$ cat src/rtl/commit_ctrl.sv
// commit_ctrl: in-order commit controller at the writeback boundary (mask, redirect, RUN/INV_WAIT/IDLE FSM).
// Optional feature macro: COMMIT_IDLE_FSM_EN enables the IDLE wait-for-interrupt state.
module commit_ctrl #(
  parameter int COMMIT_WIDTH = 2,
  parameter int ADDR_WIDTH   = 32,
  parameter int FTQ_ID_WIDTH = 3
) (
  input  logic                                 clk,
  input  logic                                 rst_n,
  input  logic [COMMIT_WIDTH-1:0]              slot_valid_i,
  input  logic [COMMIT_WIDTH*ADDR_WIDTH-1:0]   slot_pc_i,
  input  logic [COMMIT_WIDTH-1:0]              slot_excp_i,
  input  logic [COMMIT_WIDTH*16-1:0]           slot_excp_num_i,
  input  logic [COMMIT_WIDTH*3-1:0]            slot_kind_i,
  input  logic [COMMIT_WIDTH-1:0]              slot_last_in_block_i,
  input  logic [COMMIT_WIDTH*FTQ_ID_WIDTH-1:0] slot_ftq_id_i,
  input  logic [ADDR_WIDTH-1:0]                csr_eentry_i,
  input  logic [ADDR_WIDTH-1:0]                csr_tlbrentry_i,
  input  logic [ADDR_WIDTH-1:0]                csr_era_i,
  input  logic                                 int_pending_i,
  input  logic                                 inv_ready_i,
  output logic                                 commit_ready_o,
  output logic [COMMIT_WIDTH-1:0]              commit_mask_o,
  output logic [COMMIT_WIDTH-1:0]              block_commit_mask_o,
  output logic                                 redirect_valid_o,
  output logic [ADDR_WIDTH-1:0]                redirect_pc_o,
  output logic [FTQ_ID_WIDTH-1:0]              flush_ftq_id_o,
  output logic                                 csr_excp_o,
  output logic                                 csr_ertn_o,
  output logic [ADDR_WIDTH-1:0]                csr_era_o,
  output logic [15:0]                          excp_num_o,
  output logic                                 excp_tlbrefill_o,
  output logic                                 inv_valid_o,
  output logic                                 in_idle_o
);

  typedef enum logic [1:0] {ST_RUN, ST_INV_WAIT, ST_IDLE} state_e;

  localparam logic [2:0] KIND_ERTN   = 3'd1;
  localparam logic [2:0] KIND_IDLE   = 3'd2;
  localparam logic [2:0] KIND_INVTLB = 3'd4;

  state_e                  state_q, state_d;
  logic                    rdr_valid_q, rdr_valid_d;
  logic [ADDR_WIDTH-1:0]   rdr_pc_q, rdr_pc_d;
  logic [FTQ_ID_WIDTH-1:0] flush_ftq_q, flush_ftq_d;
  logic                    excp_q, excp_d;
  logic                    ertn_q, ertn_d;
  logic [ADDR_WIDTH-1:0]   era_q, era_d;
  logic [15:0]             excp_num_q, excp_num_d;
  logic                    tlbr_q, tlbr_d;
  logic [ADDR_WIDTH-1:0]   saved_pc_q, saved_pc_d;
  logic [FTQ_ID_WIDTH-1:0] saved_ftq_q, saved_ftq_d;

  logic                    bnd_found, bnd_excp, is_bnd, bnd_tlbr;
  logic [ADDR_WIDTH-1:0]   bnd_pc;
  logic [15:0]             bnd_num;
  logic [2:0]              bnd_kind;
  logic [FTQ_ID_WIDTH-1:0] bnd_ftq;
  logic [COMMIT_WIDTH-1:0] slot_mask;

  // Oldest-first scan: slots before the boundary commit, the boundary commits unless it faulted.
  // NOTE: every always_comb output gets a default first so no path can infer a latch.
  always_comb begin
    bnd_found = 1'b0;
    bnd_excp  = 1'b0;
    is_bnd    = 1'b0;
    bnd_pc    = '0;
    bnd_num   = '0;
    bnd_kind  = '0;
    bnd_ftq   = '0;
    slot_mask = '0;
    for (int i = 0; i < COMMIT_WIDTH; i++) begin
      if (!bnd_found && slot_valid_i[i]) begin
        is_bnd       = slot_excp_i[i] || (slot_kind_i[i*3 +: 3] != 3'd0);
        slot_mask[i] = !slot_excp_i[i];
        if (is_bnd) begin
          bnd_found = 1'b1;
          bnd_excp  = slot_excp_i[i];
          bnd_pc    = slot_pc_i[i*ADDR_WIDTH +: ADDR_WIDTH];
          bnd_num   = slot_excp_num_i[i*16 +: 16];
          bnd_kind  = slot_kind_i[i*3 +: 3];
          bnd_ftq   = slot_ftq_id_i[i*FTQ_ID_WIDTH +: FTQ_ID_WIDTH];
        end
      end
    end
  end

  assign bnd_tlbr = bnd_num[2] | bnd_num[11];

  // The redirect cycle carries wrong-path slots, so nothing is accepted then.
  assign commit_ready_o      = (state_q == ST_RUN) && !rdr_valid_q;
  assign commit_mask_o       = slot_mask & {COMMIT_WIDTH{commit_ready_o}};
  assign block_commit_mask_o = commit_mask_o & slot_last_in_block_i;

  always_comb begin
    state_d     = state_q;
    saved_pc_d  = saved_pc_q;
    saved_ftq_d = saved_ftq_q;
    rdr_valid_d = 1'b0;
    rdr_pc_d    = '0;
    flush_ftq_d = '0;
    excp_d      = 1'b0;
    ertn_d      = 1'b0;
    era_d       = '0;
    excp_num_d  = '0;
    tlbr_d      = 1'b0;
    case (state_q)
      ST_RUN: begin
        if (commit_ready_o && bnd_found) begin
          flush_ftq_d = bnd_ftq;
          if (bnd_excp) begin
            rdr_valid_d = 1'b1;
            rdr_pc_d    = bnd_tlbr ? csr_tlbrentry_i : csr_eentry_i;
            excp_d      = 1'b1;
            era_d       = bnd_pc;
            excp_num_d  = bnd_num;
            tlbr_d      = bnd_tlbr;
          end else begin
            case (bnd_kind)
              KIND_ERTN: begin
                rdr_valid_d = 1'b1;
                rdr_pc_d    = csr_era_i;
                ertn_d      = 1'b1;
              end
              KIND_INVTLB: begin
                state_d     = ST_INV_WAIT;
                saved_pc_d  = bnd_pc;
                saved_ftq_d = bnd_ftq;
              end
              KIND_IDLE: begin
`ifdef COMMIT_IDLE_FSM_EN
                state_d     = ST_IDLE;
                saved_pc_d  = bnd_pc;
                saved_ftq_d = bnd_ftq;
`else
                rdr_valid_d = 1'b1;
                rdr_pc_d    = bnd_pc;
`endif
              end
              default: begin
                rdr_valid_d = 1'b1;
                rdr_pc_d    = bnd_pc + ADDR_WIDTH'(4);
              end
            endcase
          end
        end
      end
      ST_INV_WAIT: begin
        if (inv_ready_i) begin
          state_d     = ST_RUN;
          rdr_valid_d = 1'b1;
          rdr_pc_d    = saved_pc_q + ADDR_WIDTH'(4);
          flush_ftq_d = saved_ftq_q;
        end
      end
`ifdef COMMIT_IDLE_FSM_EN
      ST_IDLE: begin
        if (int_pending_i) begin
          state_d     = ST_RUN;
          rdr_valid_d = 1'b1;
          rdr_pc_d    = csr_eentry_i;
          flush_ftq_d = saved_ftq_q;
          excp_d      = 1'b1;
          era_d       = saved_pc_q + ADDR_WIDTH'(4);
          excp_num_d  = 16'h0001;
        end
      end
`endif
      default: state_d = ST_RUN;
    endcase
    if (!rdr_valid_d) flush_ftq_d = '0;
  end

  // NOTE: sequential state uses non-blocking assignments so all registers update together.
  always_ff @(posedge clk or negedge rst_n) begin
    if (!rst_n) begin
      state_q     <= ST_RUN;
      rdr_valid_q <= 1'b0;
      rdr_pc_q    <= '0;
      flush_ftq_q <= '0;
      excp_q      <= 1'b0;
      ertn_q      <= 1'b0;
      era_q       <= '0;
      excp_num_q  <= '0;
      tlbr_q      <= 1'b0;
      saved_pc_q  <= '0;
      saved_ftq_q <= '0;
    end else begin
      state_q     <= state_d;
      rdr_valid_q <= rdr_valid_d;
      rdr_pc_q    <= rdr_pc_d;
      flush_ftq_q <= flush_ftq_d;
      excp_q      <= excp_d;
      ertn_q      <= ertn_d;
      era_q       <= era_d;
      excp_num_q  <= excp_num_d;
      tlbr_q      <= tlbr_d;
      saved_pc_q  <= saved_pc_d;
      saved_ftq_q <= saved_ftq_d;
    end
  end

  assign redirect_valid_o = rdr_valid_q;
  assign redirect_pc_o    = rdr_pc_q;
  assign flush_ftq_id_o   = flush_ftq_q;
  assign csr_excp_o       = excp_q;
  assign csr_ertn_o       = ertn_q;
  assign csr_era_o        = era_q;
  assign excp_num_o       = excp_num_q;
  assign excp_tlbrefill_o = tlbr_q;
  assign inv_valid_o      = (state_q == ST_INV_WAIT);

`ifdef COMMIT_IDLE_FSM_EN
  assign in_idle_o = (state_q == ST_IDLE);
`else
  // Interrupts reach the pipeline only as slot exceptions in this build.
  logic unused_int_pending;
  assign unused_int_pending = int_pending_i;
  assign in_idle_o = 1'b0;
`endif

endmodule

$ cat config.mk
export PLATFORM = sky130hd
export DESIGN_NAME = commit_ctrl
export DESIGN_NICKNAME = d
export VERILOG_FILES = /design/src/rtl/commit_ctrl.sv
export SDC_FILE = /design/constraint.sdc
export NUM_CORES = 1
export LEC_CHECK = 0
export CAP_MARGIN = 20
export CORE_ASPECT_RATIO = 1.2
export CORE_MARGIN = 2
export CORE_UTILIZATION = 39
export CTS_CLUSTER_DIAMETER = 200
export DETAILED_ROUTE_END_ITERATION = 16
export PLACE_DENSITY_LB_ADDON = 0.12
export SYNTH_ARGS = -nofsm -noshare
export SYNTH_HDL_FRONTEND = slang
export SYNTH_SLANG_ARGS = --single-unit
$ cat constraint.sdc
create_clock -name clk -period 2.1 [get_ports clk]
set_input_delay 0.315 -clock clk [delete_from_list [all_inputs] [get_ports clk]]
set_output_delay 0.315 -clock clk [all_outputs]
set_load 0.1 [all_outputs]
==> flow_summary.ini <==
[worst_setup_path]
cpPeakStageDelay_ns = 0.53
worstSetupPathType = primary input to flip-flop
crit_arrival_ns = 3.10
path_max_fanout = 5
endpoint_kind = flip-flop
start_kind = primary input
reg2reg_from = saved_pc_q[10]
crit_chain = buf_8 > o41ai_4 > buf_4 > buf_8 > and3_1 > a21oi_1 > or4_4 > or3_4 > or4_4 > a31o_1
slowest_stage = or4_4
required_ns = 2.41
rrSetupSlack_ns = -0.08
r2r_end = redirect_pc_o[25]
r2r_cells = 9

[timing]
hold_viol_final = 0
fin_crit_sh_pct = 133
max_clock_freq_mhz = 358
hold_slack_ns = 0.326
slew_violations = 0
min_period_ns = 2.79
tightest_slew_ns = 0.648
setup_viol = 23
rsz0062_at_grt = yes
slew_headroom_pct = 56.8
fin_setup_tns_ns = -9.04
fin_ws_ns = -0.690
fin_skew_ns = 0.0117

[run_status]
violations = setup timing
status = finished with violations

[global_routing]
antenna_found_initial = 0
grt_pass1_wl_um = 50900
grt_max_degree = 57
grt_pass1_vias = 9202
grt_usage_pct = 33.8
grt_overflow = 0

[route]
drt_iter0_drc = 952
via_count = 9197
avgViaCountPerCell = 5.72
drc_errors = 0
finalWirelength_um = 34500
drtPass1Iterations = 5
postRouteAntennaNets = 0
routedWlPerCell_um = 21.5

[layout]
stdcell_count = 1609
fin_area_um2 = 14100
syn2layout_area_growth_pct = 93.8
antenna_cells = 0
num-fill-cells = 1248
final_common_cell = buf_4
final_cell_mix = 313 x buf_4, 201 x clkdlybuf4s50_1, 121 x dfrtp_1
fin_nets = 1588
drive_gt1_share_pct = 39.4

[yosys]
synth_top_family_by_area = compound AO/OA/AOI/OAI gates
muxShareOfSynthArea_pct = 5.30
synth-compound-area-share_pct = 22.5
synth_area_um2 = 7270
ys.flop_type = dfrtp_1
synth_edf_count = 0
synth_cell_types = 66
ys_seq_area_share_pct = 42.3
synth_xor_area_share_pct = 5.54
synthAdderAreaFrac_pct = 0.344
yosys_warnings = 0
synthCells = 818
synth_seq_cells = 123
syn-num-nets = 1034
synth-simple-area-share_pct = 20.1
synth.area.top_cells = dfrtp_1 42%, o21ai_0 5.3%, nand2_1 4.8%
synth_top_area_share_pct = 42.3
synth_area_leader_cell = dfrtp_1
async_reset_ff_share_pct = 100
avgSynthCellArea_um2 = 8.89

[clocking]
cts_max_path_buffers = 2
clk_latency_ns = 0.43
cts_tree = done
cts_sinks = 123
clockRootBuffer = clkbuf_16
cts_max_level = 4
clk_pin_slew_worst_paths_ns = 0.06
numCtsBuffers = 17

[floorplan]
die-area_um2 = 19800
initial_core_util_pct = 39.9
core-area_um2 = 18200
io_pins = 308
fp.dieH_um = 154
floorplan.rows = 54
die_w_um = 129

[pwr]
ir_drop_mv = 0.630
pwr_density_cell_nw_per_um2 = 779
power_leakage_nw = 6.38

[place]
globalplace.congestion = 0.923
place_area_um2 = 12200
dpl.cell_count = 1505
io_buffers = 305
dp_hpwl_um = 24500
dp_slack_ns = -1.45

[min_path]
hp-class = primary input to asynchronous set/reset pin

[run]
max-cap-violations = 0
[final cells by class]
class / count / area [µm²] / area share [%]
Multi-Input combinational cell: 630 / 4670 / 33.1
Clock inverter: 13 / 143 / 1.01
Clock buffer: 19 / 453 / 3.21
Sequential cell: 123 / 3090 / 21.9
Inverter: 8 / 30.0 / 0.213
Timing Repair Buffer: 592 / 5430 / 38.5
Tap cell: 224 / 280 / 1.99
[Yosys cell counts (4+ instances only)]
cell and n:
o221ai_1 17, o21ai_1 4, inv_1 8, o22ai_1 15, a2bb2oi_1 4, mux2i_1 25
xor2_1 19, nand3b_1 5, a22o_1 9, and3_1 16, o21ai_0 77, a222oi_1 8
and4_1 5, or3_1 5, dfrtp_1 123, a32oi_1 4, a21boi_0 4, xnor2_1 27
a22oi_1 38, nand2_1 93, buf_1 7, nor3_1 8, nand4_1 16, and2_1 13
a21oi_1 35, mux2_2 12, nor2_1 71, buf_2 4, nand3_1 42, or4_1 4
nor4_1 6, clkbuf_1 41
[critical path, delay by kind of cell]
family                 cells  cell delay [ns]
AO/OA/AOI/OAI              3             0.71
buffers and inverters      3             0.43
AND/OR/NAND/NOR            4             1.64
[report_power, final]
part           total [mW]  switching, mW  internal (mW)
sequential           3.13          0.306           2.82
combinational        4.86           2.96           1.90
clock                3.00           1.18           1.82
total                11.0           4.45           6.54
[metal layers]
layer	GRT usage (%)	vias up	wire [µm]
met5	0	-	0
met4	14.4	0	1330
met3	7.24	96	3010
met2	57.7	532	17200
met1	41.1	4405	13000
li1	-	4164	-
[cells by family after synthesis]
group	after synthesis
multiplexers	37
AO/OA/AOI/OAI	244
XOR/XNOR	46
adder cells (fa/ha/maj)	2
other	1
flip-flops	123
AND/OR/NAND/NOR	299
buffers and inverters	66
[sequential cells by signal (all words and copies together) (netlist names)]
register,cells
csr_ertn_o,1
saved_ftq_q,3
excp_tlbrefill_o,1
state_q,1
csr_excp_o,1
saved_pc_q,32
csr_era_o,32
redirect_pc_o,32
excp_num_o,16
flush_ftq_id_o,3
redirect_valid_o,1
[per-stage QoR]
stage,total power [mW],utilization [%]
floorplan,5.75,-
global placement,7.48,66.7
detailed placement,7.53,66.7
CTS,10.8,74.9
global route,11.4,77.3
finish,11.0,77.3
[worst max path at each step]
stage | from | endpoint | slack [ns] | depth (start not counted)
2_1_floorplan | slot_kind_i[2] | redirect_pc_o[22] | -1.55 | 16
3_3_place_gp | slot_kind_i[2] | redirect_pc_o[26] | -1.42 | 15
3_5_place_dp | slot_kind_i[2] | redirect_pc_o[30] | -1.45 | 15
4_1_cts | slot_kind_i[0] | redirect_pc_o[22] | -0.57 | 15
5_1_grt | slot_kind_i[0] | redirect_pc_o[24] | -0.69 | 16
6_report | slot_kind_i[2] | redirect_pc_o[29] | -0.69 | 10
[timing repair]
item                                    CTS  global route
hold buffers                              1             0
buffers inserted                         52            32
cloned                                    2             1
pin swaps                                56            53
endpoints found under the hold margin    19             0
gates resized for setup                 147            84
endpoints found under the setup margin   77            53
Note: power is estimated with default switching activity, not from simulation.
